--- src/rtl/traffic_input_cond.sv ---
// Input conditioning for the traffic-light controller: synchronizes and
// debounces the two road detectors and the two parade buttons. It turns button
// presses into single-cycle requests and keeps saturating per-road vehicle
// counts.
module traffic_input_cond #(
    parameter int DB_CYCLES = 16,
    parameter int CNT_W     = 8
) (
    input  logic             clk,
    input  logic             rst,
    input  logic             raw_a,
    input  logic             raw_b,
    input  logic             btn_p,
    input  logic             btn_r,
    input  logic             cnt_clr,
    output logic             t_a,
    output logic             t_b,
    output logic             p,
    output logic             r,
    output logic             conflict,
    output logic [CNT_W-1:0] cnt_a,
    output logic [CNT_W-1:0] cnt_b
);

    // Channel order inside the 4-bit vectors.
    localparam int CH_A = 0;
    localparam int CH_B = 1;
    localparam int CH_P = 2;
    localparam int CH_R = 3;
    localparam int N_CH = 4;

    // A debounce counter runs from 0 to DB_CYCLES-1, so ceil(log2(DB_CYCLES)) bits are enough.
    localparam int                DB_W    = (DB_CYCLES > 1) ? $clog2(DB_CYCLES) : 1;
    localparam logic [DB_W-1:0]   DB_LAST = DB_W'(DB_CYCLES - 1);
    localparam logic [CNT_W-1:0]  CNT_MAX = '1;

    logic [N_CH-1:0] raw_vec;
    logic [N_CH-1:0] sync_q1;
    logic [N_CH-1:0] sync_q2;
    logic [N_CH-1:0] deb_q;
    logic [N_CH-1:0] deb_prev_q;
    logic [N_CH-1:0] rise;
    logic [DB_W-1:0] db_cnt_q [N_CH];

    logic             p_q;
    logic             r_q;
    logic             conflict_q;
    logic [CNT_W-1:0] cnt_a_q;
    logic [CNT_W-1:0] cnt_b_q;

    assign raw_vec = {btn_r, btn_p, raw_b, raw_a};

    // Two-flop synchronizer on every asynchronous input.
    always_ff @(posedge clk) begin
        // NOTE: state flops use non-blocking assignments so that every flop
        // samples the values from before the edge, whatever order the
        // statements are written in.
        if (rst) begin
            sync_q1 <= '0;
            sync_q2 <= '0;
        end else begin
            sync_q1 <= raw_vec;
            sync_q2 <= sync_q1;
        end
    end

    // Debounce: a channel changes state only after the synced input has
    // differed from it for DB_CYCLES consecutive cycles.
    always_ff @(posedge clk) begin
        if (rst) begin
            deb_q <= '0;
            // NOTE: the counter array is a small set of flops, not a RAM.
            // It must be cleared on reset so that a reset in the middle of
            // operation discards any partial debounce count.
            for (int i = 0; i < N_CH; i++) begin
                db_cnt_q[i] <= '0;
            end
        end else begin
            for (int i = 0; i < N_CH; i++) begin
                if (sync_q2[i] == deb_q[i]) begin
                    db_cnt_q[i] <= '0;
                end else if (db_cnt_q[i] == DB_LAST) begin
                    deb_q[i]    <= sync_q2[i];
                    db_cnt_q[i] <= '0;
                end else begin
                    db_cnt_q[i] <= db_cnt_q[i] + DB_W'(1);
                end
            end
        end
    end

    // Previous debounced value, used for rising-edge detection.
    always_ff @(posedge clk) begin
        if (rst) begin
            deb_prev_q <= '0;
        end else begin
            deb_prev_q <= deb_q;
        end
    end

    assign rise = deb_q & ~deb_prev_q;

    // Registered button requests. If both buttons rise together, the
    // controller receives a conflict flag instead of either request.
    always_ff @(posedge clk) begin
        if (rst) begin
            p_q        <= 1'b0;
            r_q        <= 1'b0;
            conflict_q <= 1'b0;
        end else begin
            p_q        <= rise[CH_P] & ~rise[CH_R];
            r_q        <= rise[CH_R] & ~rise[CH_P];
            conflict_q <= rise[CH_P] &  rise[CH_R];
        end
    end

    // Saturating vehicle counters. A clear takes priority over a same-cycle increment.
    always_ff @(posedge clk) begin
        if (rst || cnt_clr) begin
            cnt_a_q <= '0;
            cnt_b_q <= '0;
        end else begin
            if (rise[CH_A] && (cnt_a_q != CNT_MAX)) begin
                cnt_a_q <= cnt_a_q + CNT_W'(1);
            end
            if (rise[CH_B] && (cnt_b_q != CNT_MAX)) begin
                cnt_b_q <= cnt_b_q + CNT_W'(1);
            end
        end
    end

    assign t_a      = deb_q[CH_A];
    assign t_b      = deb_q[CH_B];
    assign p        = p_q;
    assign r        = r_q;
    assign conflict = conflict_q;
    assign cnt_a    = cnt_a_q;
    assign cnt_b    = cnt_b_q;

endmodule

--- config.mk ---
export PLATFORM = sky130hd
export DESIGN_NAME = traffic_input_cond
export DESIGN_NICKNAME = d
export VERILOG_FILES = /design/src/rtl/traffic_input_cond.sv
export SDC_FILE = /design/constraint.sdc
export NUM_CORES = 1
export LEC_CHECK = 0
export CAP_MARGIN = 20
export CORE_ASPECT_RATIO = 2
export CORE_MARGIN = 2
export CORE_UTILIZATION = 32
export CTS_CLUSTER_DIAMETER = 30
export CTS_CLUSTER_SIZE = 8
export DETAILED_ROUTE_END_ITERATION = 7
export HOLD_SLACK_MARGIN = 0.03
export PLACE_DENSITY = 0.55
export RECOVER_POWER = 100
export REMOVE_ABC_BUFFERS = 1
export SETUP_SLACK_MARGIN = 0.15
export SLEW_MARGIN = 10
export SYNTH_ARGS = -nofsm -noshare
export SYNTH_HDL_FRONTEND = slang
export SYNTH_SLANG_ARGS = --single-unit
export TNS_END_PERCENT = 100
--- constraint.sdc ---
create_clock -name clk -period 4.6 [get_ports clk]
set_input_delay 0.69 -clock clk [delete_from_list [all_inputs] [get_ports clk]]
set_output_delay 0.69 -clock clk [all_outputs]
set_load 0.01 [all_outputs]
==> impl_metrics.toml <==
[detailed_routing]
postRouteWirelength_microns = 3640
drt-pass1-iter-count = 4
vias = 1517
drc = 0
vias_per_cell = 4.49
drtIter0Drc = 70
ant_nets = 0
wl_per_cell_microns = 10.8

[clock_tree]
cts_tree = "built"
cts_hold_buf = 0
cts.sinks = 51
clock_path_buffers = 2
h-tree-depth = 2
ctsResizeCount = 0
cts_setup_buffers = 0
root_buffer = "clkbuf_16"
path_clk_slew_ps = 60
cts-buffers-inserted = 5
clkLatencyLatePin_ps = 290

[worst_setup_path]
critPathMaxFanout = 24
crit_path_max_incr_delay_ps = 710
crit_chain = "dlygate4sd3_1 > clkbuf_1 > nor2_1 > nand3_1 > o21ai_0"
cp-startpoint = "rst"
worstPathArrival_ps = 2440
slowest_stage = "clkbuf_1"
critPathLaunchType = "input pin"
critical_path_required_ps = 4750
worstSetupPathType = "in2reg"
endpoint_kind = "flip-flop"
r2r-start = "cnt_b[0]"

[synthesis]
async_flop_share = 0
synth-seq-cells = 51
synth-edff-count = 16
yosys_warnings = 0
synth.area.top_cells = "dfxtp_1, edfxtp_1, nor2_1"
synth_area_sq_um = 2140
synth_ff_type = "dfxtp_1"
synth.most_common_cell = "dfxtp_1"
synthTopCellsByCount = "dfxtp_1, nor2_1, edfxtp_1, nor2b_1, nand2_1"
synthesis.instances = 203
syn_avg_cell_area_sq_um = 10.6
yosysSeqAreaShare = 0.551
synth_top_area_frac = 0.327
yosys.area.top_type = "dfxtp_1"
synth_cell_types = 35

[floorplan]
num_rows = 42
ios = 28
die_x_microns = 61.9
core_sq_um = 6570
dieArea_sq_um = 7400
start_util = 0.326
die_h_microns = 120

[global_routing]
grt_max_degree = 25
grtUsageTotal = 0.115
antenna_found_initial = 0
grt_pass1_wl_microns = 6350
grt_overflow = 0
first_global_vias = 1474

[placed_design]
placed_cells = 330
gp_congestion = 0.764
post-dp-hpwl_microns = 2720
io_buffer_count = 27

[cells_and_area]
syn2layout_area_growth_pct = 26.8
nets = 262
antenna_cells = 0
drive_above_1_share = 0.0440
finalNonFillerCells = 338

[pwr]
peakVddDrop_uv = 203
leakage_nw = 1.07
power_density_nw_per_um2 = 323
finalPower_uw = 877

[hold_path]
hold_class = "reg2reg"
holdCritStartpoint = "sync_q1[1]"

[timing]
slew_headroom = 0.369
fin_setup_tns_ps = 0
tightest_slew_ps = 946
drv_slew = 0
skew_ps = 4.52
fin_crit_ps = 2290
finalHoldViolCount = 0
setup_viol = 0
period_share = 0.498
rsz0062_at_grt = "no"
fmax_mhz = 437
whs_ps = 437

[run]
drv_cap = 0

[status]
status = "complete, no violations"
==> worst max-delay path, delay by kind of cell <==
family          cells  cell delay (ps)
simple gates        2              410
compound gates      1               80
buf+inv             2             1250
==> layer usage <==
| layer | track usage | part of all wire | vias to the layer above |
|---|---|---|---|
| li1 | - | - | 786 |
| met1 | 0.129 | 0.40 | 700 |
| met2 | 0.186 | 0.54 | 26 |
| met3 | 0.0259 | 0.033 | 5 |
| met4 | 0.0691 | 0.029 | 0 |
| met5 | 0 | 0 | - |
==> per-stage QoR <==
| stage | utilization | worst slack (ps) | instance area [sq um] |
|---|---|---|---|
| floorplan | - | 3040 | 2180 |
| global placement | 0.391 | 2450 | 2570 |
| detailed placement | 0.391 | 2470 | 2570 |
| CTS | 0.414 | 2570 | 2720 |
| global route | 0.413 | 2090 | 2720 |
| finish | 0.413 | 2310 | 2720 |
==> state kept, by name, indices dropped and copies added (netlist names) <==
name and count:
sync_q2 4, r 1, p 1, deb_prev_q 4, conflict 1, cnt_b 8
sync_q1 4, cnt_a 8, db_cnt_q 16, deb_q 4
==> layout make-up <==
type,count,area [sq um]
Tap cell,88,110
Sequential cell,51,1180
Clock buffer,7,143
Timing Repair Buffer,28,274
Inverter,5,18.8
Multi-Input combinational cell,158,983
Clock inverter,1,5.00
Fill cell,673,3850
==> path summary, 6_finish.rpt <==
path                            depth (start not counted)  slack [ps]         end
worst min-delay path                                    1         440  sync_q2[1]
worst min register to register                          1         440  sync_q2[1]
worst max register to register                          4        3010    cnt_b[7]
worst max-delay path                                    5        2310    cnt_b[1]
==> placed cells by master, fill, tap and decap left out, types with 2 or more instances in the layout <==
| cell | netlist | final |
|---|---|---|
| a21oi_1 | 8 | 8 |
| and3_1 | 7 | 7 |
| and4b_1 | 2 | 2 |
| clkbuf_1 | 4 | 2 |
| clkbuf_16 | 0 | 5 |
| clkdlybuf4s50_1 | 0 | 5 |
| conb_1 | 1 | 16 |
| dfxtp_1 | 35 | 35 |
| dlygate4sd3_1 | 0 | 22 |
| edfxtp_1 | 16 | 16 |
| ha_1 | 6 | 6 |
| inv_1 | 5 | 5 |
| mux2i_1 | 4 | 4 |
| nand2_1 | 9 | 9 |
| nand2b_1 | 2 | 2 |
| nand3_1 | 8 | 8 |
| nand4_4 | 2 | 2 |
| nor2_1 | 27 | 27 |
| nor2b_1 | 12 | 12 |
| nor3_1 | 6 | 6 |
| nor3b_1 | 3 | 3 |
| o211ai_1 | 2 | 2 |
| o21ai_0 | 3 | 5 |
| o31ai_1 | 4 | 4 |
| or3_1 | 6 | 6 |
| or4_1 | 3 | 3 |
| xnor2_1 | 8 | 8 |
| xor2_1 | 8 | 8 |
==> power by group <==
part | leakage [nW] | switching, mW | internal, mW | total, mW
Combinational | 0.550 | 0.0153 | 0.0129 | 0.0282
Clock | 0.0739 | 0.154 | 0.216 | 0.370
Sequential | 0.449 | 0.00547 | 0.473 | 0.479
Total | 1.07 | 0.175 | 0.702 | 0.877
==> logic make-up after synthesis <==
group                      Yosys count  synth area share
buffers and inverters                9            0.0158
muxes                                4            0.0187
other                                1           0.00175
AOI/OAI and AO/OA                   23            0.0654
xor gates and xnor gates            16            0.0654
DFF                                 51             0.551
adders and majority gates            6            0.0350
and+or+nand+nor                     93             0.247
Power figures use the tool's default switching activity.
